`src/rtl/update_loop_ctrl.sv`:
```
// update_loop_ctrl: runs a fixed three-register update loop for a programmable
// number of iterations, then pulses done for one cycle and holds the results.
`timescale 1ns/1ps
module update_loop_ctrl #(
  parameter int WIDTH = 32,
  parameter int CNT_W = 8,
  parameter int ADD_K = 10,
  parameter int SUB_K = 3
) (
  input  logic             clk,
  input  logic             rst_n,
  input  logic             start,
  input  logic [CNT_W-1:0] iter,
  input  logic [WIDTH-1:0] a_init,
  input  logic [WIDTH-1:0] b_init,
  input  logic [WIDTH-1:0] d_init,
  input  logic [WIDTH-1:0] c_in,
  output logic [WIDTH-1:0] a_out,
  output logic [WIDTH-1:0] b_out,
  output logic [WIDTH-1:0] d_out,
  output logic [WIDTH-1:0] c_out,
  output logic [CNT_W-1:0] iter_cnt,
  output logic             busy,
  output logic             done
);

  localparam logic [WIDTH-1:0] ADD_KV = WIDTH'(ADD_K);
  localparam logic [WIDTH-1:0] SUB_KV = WIDTH'(SUB_K);

  typedef enum logic [1:0] {
    IDLE = 2'd0,
    RUN  = 2'd1,
    DONE = 2'd2
  } state_t;

  state_t state_reg, state_next;

  logic [WIDTH-1:0] a_reg, a_next;
  logic [WIDTH-1:0] b_reg, b_next;
  logic [WIDTH-1:0] d_reg, d_next;
  logic [WIDTH-1:0] c_reg, c_next;
  logic [CNT_W-1:0] cnt_reg, cnt_next;
  logic [CNT_W-1:0] iter_cap_reg, iter_cap_next;
  logic [CNT_W-1:0] cnt_inc;

  // The captured count is at most 2^CNT_W-1, so the run ends before this wraps.
  assign cnt_inc = cnt_reg + 1'b1;

  // State register; reset takes effect immediately, independent of clk.
  always_ff @(posedge clk or negedge rst_n) begin
    if (!rst_n) begin
      state_reg <= IDLE;
    end else begin
      state_reg <= state_next;
    end
  end

  // Next-state logic: start is only looked at in IDLE, DONE always returns to IDLE.
  always_comb begin
    state_next = state_reg;
    case (state_reg)
      IDLE: begin
        if (start) begin
          state_next = (iter == '0) ? DONE : RUN;
        end
      end
      RUN: begin
        if (cnt_inc == iter_cap_reg) begin
          state_next = DONE;
        end
      end
      DONE:    state_next = IDLE;
      default: state_next = IDLE;
    endcase
  end

  // Output decode taken from the registered state only.
  always_comb begin
    busy = (state_reg == RUN);
    done = (state_reg == DONE);
  end

  // Datapath next values: load on start, simultaneous update in RUN, hold otherwise.
  always_comb begin
    a_next        = a_reg;
    b_next        = b_reg;
    d_next        = d_reg;
    c_next        = c_reg;
    cnt_next      = cnt_reg;
    iter_cap_next = iter_cap_reg;
    case (state_reg)
      IDLE: begin
        if (start) begin
          a_next        = a_init;
          b_next        = b_init;
          d_next        = d_init;
          c_next        = c_in;
          iter_cap_next = iter;
          cnt_next      = '0;
        end
      end
      RUN: begin
        // All three use the pre-edge register values; sums wrap modulo 2^WIDTH.
        a_next   = b_reg + c_reg;
        d_next   = a_reg - SUB_KV;
        b_next   = d_reg + ADD_KV;
        cnt_next = cnt_inc;
      end
      default: ;
    endcase
  end

  // Datapath registers; cleared asynchronously so a reset mid-run aborts cleanly.
  always_ff @(posedge clk or negedge rst_n) begin
    if (!rst_n) begin
      a_reg        <= '0;
      b_reg        <= '0;
      d_reg        <= '0;
      c_reg        <= '0;
      cnt_reg      <= '0;
      iter_cap_reg <= '0;
    end else begin
      a_reg        <= a_next;
      b_reg        <= b_next;
      d_reg        <= d_next;
      c_reg        <= c_next;
      cnt_reg      <= cnt_next;
      iter_cap_reg <= iter_cap_next;
    end
  end

  assign a_out    = a_reg;
  assign b_out    = b_reg;
  assign d_out    = d_reg;
  assign c_out    = c_reg;
  assign iter_cnt = cnt_reg;

endmodule

```
`config.mk`:
```
export PLATFORM = sky130hd
export DESIGN_NAME = update_loop_ctrl
export DESIGN_NICKNAME = d
export VERILOG_FILES = /design/src/rtl/update_loop_ctrl.sv
export SDC_FILE = /design/constraint.sdc
export NUM_CORES = 1
export LEC_CHECK = 0
export BUFFER_PORTS_ARGS = -buffer_cell sky130_fd_sc_hd__buf_4
export CAP_MARGIN = 40
export CORE_MARGIN = 4
export CORE_UTILIZATION = 45
export CTS_BUF_LIST = sky130_fd_sc_hd__clkbuf_2
export CTS_CLUSTER_DIAMETER = 150
export DETAILED_ROUTE_END_ITERATION = 7
export PLACE_DENSITY = 0.74
export SLEW_MARGIN = 15
export SYNTH_ARGS = -nofsm -noshare
export SYNTH_HDL_FRONTEND = slang
export SYNTH_SLANG_ARGS = --single-unit
```
`constraint.sdc`:
```
create_clock -name clk -period 2.8 [get_ports clk]
set_input_delay 0.56 -clock clk [delete_from_list [all_inputs] [get_ports clk]]
set_output_delay 0.56 -clock clk [all_outputs]
set_load 0.03 [all_outputs]
```
# Word-level counts from Yosys, hierarchy flattened
# Index checks and enable logic that the tools add are counted.
dict set report word_totals {
  output_inout_bits 138
  elab_cells 34
  reg_bits 146
}
dict set report classes {
  addsub 4
  reduce_logical 6
  muxes 12
  eq_ne 5
}
# operator n
set ops {}
lappend ops {{case mux 32 bit (2 select lines)} 3}
lappend ops {{two-way mux 32 bit} 3}
lappend ops {{adder 32 bit} 1}
lappend ops {{adder 32 x 4 -> 32 bit (second input constant)} 1}
lappend ops {{subtractor 32 x 2 -> 32 bit (second input constant)} 1}
lappend ops {{case mux 8 bit (2 select lines)} 1}
lappend ops {{adder 8 x 1 -> 8 bit (second input constant)} 1}
lappend ops {{equality test 8 bit} 1}
lappend ops {{logical NOT 8 bit} 1}
lappend ops {{two-way mux 8 bit} 1}
lappend ops {{two-way mux 2 bit} 3}
lappend ops {{AND reduction 2 bit} 3}
lappend ops {{case mux 2 bit (2 select lines)} 1}
lappend ops {{equality test 2 x 1 -> 1 bit (second input constant)} 1}
lappend ops {{equality test 2 bit (second input constant)} 1}
lappend ops {{logical NOT 2 bit} 1}
lappend ops {{inequality test 2 x 1 -> 1 bit (second input constant)} 1}
lappend ops {{inequality test 2 bit (second input constant)} 1}
lappend ops {{nonzero test 2 bit} 1}

# Logic depth before layout (Yosys ltp)
# Gate-level depths: netlist of run 1.
dict set report depth {
  depth_word 4
  ltp_mapped 8
}

# Least setup slack after synthesis of run 1
# Ideal clock, no wire load.
dict set report synth_path {
  path_type {register to register}
  start {reg b_reg[0] (netlist: b_out[0])}
  end {reg a_reg[26] (netlist: a_out[26])}
  arrival_time_ps 2598
  setup_ps 120
  path_buffers 0
  path_stages_with_launch 9
  setup_slack_ps 82
  cell_sequence {dfrtp_1 ha_1 fa_1 a21o_1 a221o_1 a21oi_1 a21oi_1 a41o_1 o211a_1}
}
dict set report synth_between {
  elab_chain_len 2
}
# element line
set synth_lines {}
lappend synth_lines {{from (decl)} 39} ;# logic [WIDTH-1:0] b_reg, b_next;
lappend synth_lines {{from (signal assigned)} 124} ;# b_reg <= b_next;
lappend synth_lines {{adder 32 bit} 104} ;# a_next = b_reg + c_reg;
lappend synth_lines {{case mux 32 bit (2 select lines)} 91} ;# case (state_reg)
lappend synth_lines {{to (signal assigned)} 123} ;# a_reg <= a_next;
lappend synth_lines {{to (decl)} 38} ;# logic [WIDTH-1:0] a_reg, a_next;
# Every way passes these cells.
# A chain may end at the register's enable or synchronous reset.

# Worst setup path in the final report of run 1
dict set report layout_path {
  start {reg b_reg[0] (netlist: b_out[0])}
  end {reg a_reg[24] (netlist: a_out[24])}
}
# The elaborated chain is that of the path after synthesis.

==> out/results.ini, run 1 <==
[logic_synthesis]
synth_flop_cell = dfrtp_1
synthXorXnorAreaFrac_pct = 8.01
synth-async-reset-ratio_pct = 100
synth_edf_count = 0
synth_cells = 1175
syn-cell-area_sq_um = 9390
synthTopCellsByArea = dfrtp_1 39%, nand2_1 13%, a21oi_1 4.7%
yosys_register_bits = 146
synthTopCellsByCount = 331 x nand2_1, 146 x dfrtp_1, 89 x a21oi_1, 70 x nor2_1, 57 x clkbuf_1
synth_top_area_share_pct = 38.9
synth_top_area_cell = dfrtp_1
synth_compound_area_share_pct = 18.8
avgSynthCellArea_sq_um = 7.99
yosys_warnings = 0
synthMuxAreaShare_pct = 0.320
synth_fa_ha_area_share_pct = 4.74
synth_top_family_by_area = simple AND/OR/NAND/NOR gates
ys_seq_area_share_pct = 38.9
ys_types = 68
syn_nets = 1349
synthSimpleGateAreaFrac_pct = 26.1
synth_most_common_cell = nand2_1

[sta]
fmax_ghz = 0.377
worstMarginPinSlew_ns = 0.747
finalMaxSlewViolations = 0
setup_viol = 0
relSlewSlack_pct = 50.2
rsz0062_at_grt = false
hold_viol = 0
finalClockSkew_ns = 0.0397
tns_ns = 0
min_period_over_period_pct = 94.6
period_minus_slack_ns = 2.65

[clock_network]
clockBufferDepth = 2
cts_tree = yes
cts_root_buf = clkbuf_2
cts.clk_slew.worst_paths_ns = 0.24
clock-sinks = 146
cts-htree-levels = 4
postCtsSetupRepairBufs = 0
clock_latency_ns = 0.75
numCtsBuffers = 17

[detailed_routing]
wl_per_cell_um = 20.1
drc_errors = 0
vias = 10200
wl_um = 35400
firstDrtPassIters = 6
drt_iter0_markers = 933
ant_nets = 0
vias_per_cell = 5.77

[pwr]
clkPwrFrac_pct = 6.9
switchingPower_uw = 9970
swShare_pct = 54.5
ir_worst_vdd_v = 0.000552
p_leak_uw = 0.00592
p_int_uw = 8320
combPwrFrac_pct = 67.4
powerDensity_nw_per_um2 = 1450
p_seq_share_pct = 25.7

[floorplanning]
start_util_pct = 46.1
ioPinCount = 277
core_sq_um = 20400
die_area_sq_um = 23200
rows = 52
die_w_um = 152
die_h_um = 152

[grt]
met3_usage_pct = 6.67
gr-usage-met2_pct = 44.3
grt.busiest_layer = met2
grt_antenna_before_repair = 1
grt_pass1_vias = 9702
grt_max_degree = 120
overflow = 0
track_usage_pct = 29.5
grt_pass1_wl_um = 55100
use_met1_pct = 43.2

[setup_path]
start_kind = flop
worst-path-max-fanout = 9
critical-path-max-stage-delay_ns = 0.47
cp.arrival_ns = 3.31
crit_buf_inv = 1
endpoint_kind = flop
cp.required_ns = 3.46
crit_chain = ha_1, fa_1, a21o_1, a221o_1, a21oi_1, buf_4, a211oi_1, o211a_1, a211oi_1
crit_type = flop to flop
critical-path-top-delay-family = compound AO/OA/AOI/OAI gates
crit_slowest_cell = dfrtp_1
crit_top_cell = a211oi_1

[job]
max_cap_violations = 0

[hold_path]
min_path_type = primary input to flop

[layout]
fin_cells = 1762
drive_gt1_share_pct = 23.7
syn2layout_area_growth_pct = 34.0
final_nets = 1652
postLayoutCoreUtil_pct = 61.8

[placed_design]
dp_hpwl_um = 26000
io_buffers = 276
dp.cells = 1683
gp_congestion = 0.992

[run_status]
status = finished clean

[what timing repair did]
action,4_1_cts,5_1_grt
hold buffers,44,2
setup endpoints to repair,0,3
hold endpoints to repair,113,2
gates resized for setup,0,4
[cells in the final DEF (no fill, tap or decap), types with 5 or more instances in the layout]
cell type / n
nand2_1: 330
buf_4: 299
dfrtp_1: 146
a21oi_1: 89
nor2_1: 69
dlygate4sd3_1: 46
xor2_1: 44
xnor2_1: 40
and3_1: 38
a31oi_1: 34
ha_1: 34
nand3_1: 27
o21ai_0: 25
o21ai_1: 24
o22a_1: 21
nand4_1: 20
clkbuf_2: 19
o22ai_1: 16
nor4_1: 16
nor3_1: 15
or3_1: 7
o211ai_1: 7
inv_1: 6
a22oi_1: 6
a21o_1: 6
nor3b_1: 5
buf_12: 5
[metal layers]
layer / share of wire (%) / vias up
met4: 2.4 / 0
met3: 9.7 / 53
met5: 0 / -
met1: 44 / 4815
li1: - / 4775
met2: 44 / 531
[final cells by class]
class                      instances  area [sq um]
fill                            1827          7780
tap                              270           338
sequential                       146          3650
clock inverter                    13           138
clock buffer                      19          95.1
timing repair buffer             352          2840
inverter                           7          26.3
multi-input combinational        954          5480
antenna                            1          2.50
[worst min-delay path: stages]
cell and delay, ns:
buf_4 0.10, nand2_1 0.05, a31oi_1 0.07
[logic make-up (layout without fill, tap and decap cells)]
group,count (synthesis),in the layout
other cells,0,1
simple gates,554,554
mux,3,3
buf+inv,75,391
compound gates,277,277
xor+xnor,85,85
flops,146,146
fa+ha+maj,35,35
[through the flow]
step / area (sq um) / hold slack, ns / total power [uW] / worst slack [ns]
final: 12600 / 0.0588 / 18300 / 0.150
after CTS: 12500 / 0.00230 / 18100 / 0.103
after global placement: 11800 / 0.481 / 16500 / 0.245
after global routing: 12600 / 0.000625 / 19500 / 0.00930
after detailed placement: 11900 / 0.483 / 16700 / 0.170
after floorplan: 9390 / 0.264 / 12300 / 0.0820
[worst paths after layout]
check | slack (ns) | start | to | cells after the start
max | 0.15 | b_out[0] | a_out[24] | 9
min | 0.06 | d_init[19] | d_out[19] | 3
max reg2reg | 0.15 | b_out[0] | a_out[24] | 9
min reg2reg | 0.52 | iter_cap_reg[3] | iter_cap_reg[3] | 2
max in group asynchronous | 1.67 | rst_n | c_out[31] | 3
min in group asynchronous | 0.40 | rst_n | b_out[27] | 2
[power by group through the flow]
| stage | registers, uW | logic (uW) | clock network, uW |
|---|---|---|---|
| 2_1_floorplan | 6100 | 6250 | 0 |
| 3_3_place_gp | 4640 | 11900 | 0 |
| 3_5_place_dp | 4690 | 12000 | 0 |
| 4_1_cts | 4650 | 12100 | 1280 |
| 5_1_grt | 4850 | 13300 | 1380 |
| 6_report | 4710 | 12300 | 1260 |
No activity file was read; power rests on OpenSTA's default activity.
==> run 2, diff against run 1 <==
Settings changed: CORE_UTILIZATION 45 to 40, PLACE_DENSITY 0.74 to 0.67.
==> run 2 against run 1 <==
Fmax is 1.2% lower. Die area increased by 12%. Critical path depth did not move. Clock skew up 0.030 ns. Utilization fell by 6.0 points. First-iteration DRC count down 5.5%. Clock-buffer cell count down 1. Non-clock buffer count up 12. Cell count is 3.1% higher. Register-to-register slack got worse by 0.03 ns. Sequential cell count stayed put. Combinational power hardly changed. Critical path type unchanged. Critical endpoint is now a_out[22]. Largest cell class unchanged.
==> out/results.ini, run 2 (synthesis results as in run 1) <==
[setup_path]
crit_chain = ha_1, fa_1, a21o_1, a221o_1, a21oi_2, clkdlybuf4s15_2, o211ai_1, xnor2_1, a21oi_1
crit_slowest_cell = dfrtp_1
reg2regPathDepth = 9
critical-path-max-stage-delay_ns = 0.48
reg2reg_from = c_out[0]
cp.arrival_ns = 3.34
worst-path-max-fanout = 4
crit_type = flop to flop
cp-startpoint = c_out[0]
start_kind = flop
critical-path-top-delay-family = compound AO/OA/AOI/OAI gates
cp.required_ns = 3.46
endpoint_kind = flop
cp_num_cells = 9
crit_buf_inv = 1

[pwr]
ir_worst_vdd_v = 0.000541
powerDensity_nw_per_um2 = 1440
p_leak_uw = 0.00598
totalPowerFinal_uw = 18400

[detailed_routing]
firstDrtPassIters = 6
vias = 10200
drc_errors = 0
wl_met2_um = 16200
highest_layer = met4
vias_per_cell = 5.60
wl_per_cell_um = 20.1
ant_nets = 0
met1_length_um = 16000
wl_um = 36500
wl_met3_um = 3420
drt_iter0_markers = 882

[layout]
fill_cells = 2214
final_common_cell = nand2_1
syn2layout_area_growth_pct = 35.8
multi_input_area_sq_um = 5480
seqCellArea_sq_um = 3650
final_nets = 1664
postLayoutCoreUtil_pct = 55.8
final_cell_mix = 330 x nand2_1, 301 x buf_4, 146 x dfrtp_1
drive_gt1_share_pct = 23.8

[floorplanning]
ioPinCount = 277
start_util_pct = 41.1
die_h_um = 161
die_w_um = 161
rows = 55
die_area_sq_um = 26000
core_sq_um = 22800

[placed_design]
io_buffers = 276
dp_hpwl_um = 27300
gp_congestion = 0.911

[hold_path]
min_path_type = primary input to flop
min_from = a_init[2]
hold_depth = 3

[sta]
finalClockSkew_ns = 0.0702
whs_ns = 0.0509
hold_viol = 0
worstMarginPinSlew_ns = 0.635
finalMaxSlewViolations = 0
min_period_over_period_pct = 95.8
period_minus_slack_ns = 2.68
rsz0062_at_grt = true
setup_viol = 0
fmax_ghz = 0.373
relSlewSlack_pct = 57.6

[clock_network]
numCtsBuffers = 17
clockBufferDepth = 2
cts.clk_slew.worst_paths_ns = 0.24
cts_tree = yes
cts-htree-levels = 4
clock-sinks = 146
clock_latency_ns = 0.77
cts_root_buf = clkbuf_2

[grt]
overflow = 0
grt_max_degree = 79
track_usage_pct = 27.0
grt_pass1_vias = 9578
grt_antenna_before_repair = 1
grt_pass1_wl_um = 55300

[run_status]
status = finished clean

[job]
max_cap_violations = 0

==> run 2: cell count changes in the layout (fill, tap and decap cells not counted), moves of 2 or more <==
cell / delta
buf_4: +2
clkinvlp_4: -3
dlygate4sd3_1: +8
inv_6: +4
clkinv_2: -2
buf_6: +2
==> run 2: timing repair <==
action,in CTS,in global routing
resized for setup,0,5
hold buffers,45,9
buffers inserted,0,1
hold endpoints to repair,102,9
endpoints found under the setup margin,0,3
==> run 2: path summary, 6_finish.rpt <==
kind,endpoint,slack [ns]
worst max-delay path,a_out[22],0.12
worst min-delay path,a_out[2],0.05
worst max register to register,a_out[22],0.12
worst min register to register,iter_cap_reg[6],0.53
max in group asynchronous,a_out[26],1.71
min in group asynchronous,d_out[27],0.31
==> run 2: report_power, final <==
part           internal, uW  switching [uW]
clock network           428             888
registers              3180            1540
logic                  4750            7610
==> run 2: per-stage QoR <==
step / setup slack [ns] / instance area, sq um / instances / TNS, ns
finish: 0.118 / 12700 / 1817 / 0
global route: -0.0348 / 12700 / 1817 / -0.0625
CTS: 0.123 / 12600 / 1805 / 0
detailed placement: 0.192 / 11900 / 1728 / 0
global placement: 0.248 / 11900 / 1727 / 0
floorplan: 0.0820 / 9390 / 1175 / 0
==> run 2: layout make-up <==
cell class,instances,share of cell area (%)
multi-input cells,954,43.0
flip-flops and latches,146,28.7
repair buffers,364,23.1
well taps,313,3.07
clock inverters,14,1.20
clock buffers,18,0.707
inverters,7,0.206
diodes,1,0.0196
==> run 2: per-layer routing <==
metal,global-route usage [%],vias to the layer above
met5,0,-
met4,6.82,0
met3,5.61,48
met2,41.4,467
met1,39.3,4865
li1,-,4789
==> run 2: worst register-to-register path, stage by stage (launching register included) <==
cell and delay [ns]:
dfrtp_1 0.48, ha_1 0.24, fa_1 0.40, a21o_1 0.23, a221o_1 0.34, a21oi_2 0.21
clkdlybuf4s15_2 0.28, o211ai_1 0.13, xnor2_1 0.21, a21oi_1 0.09
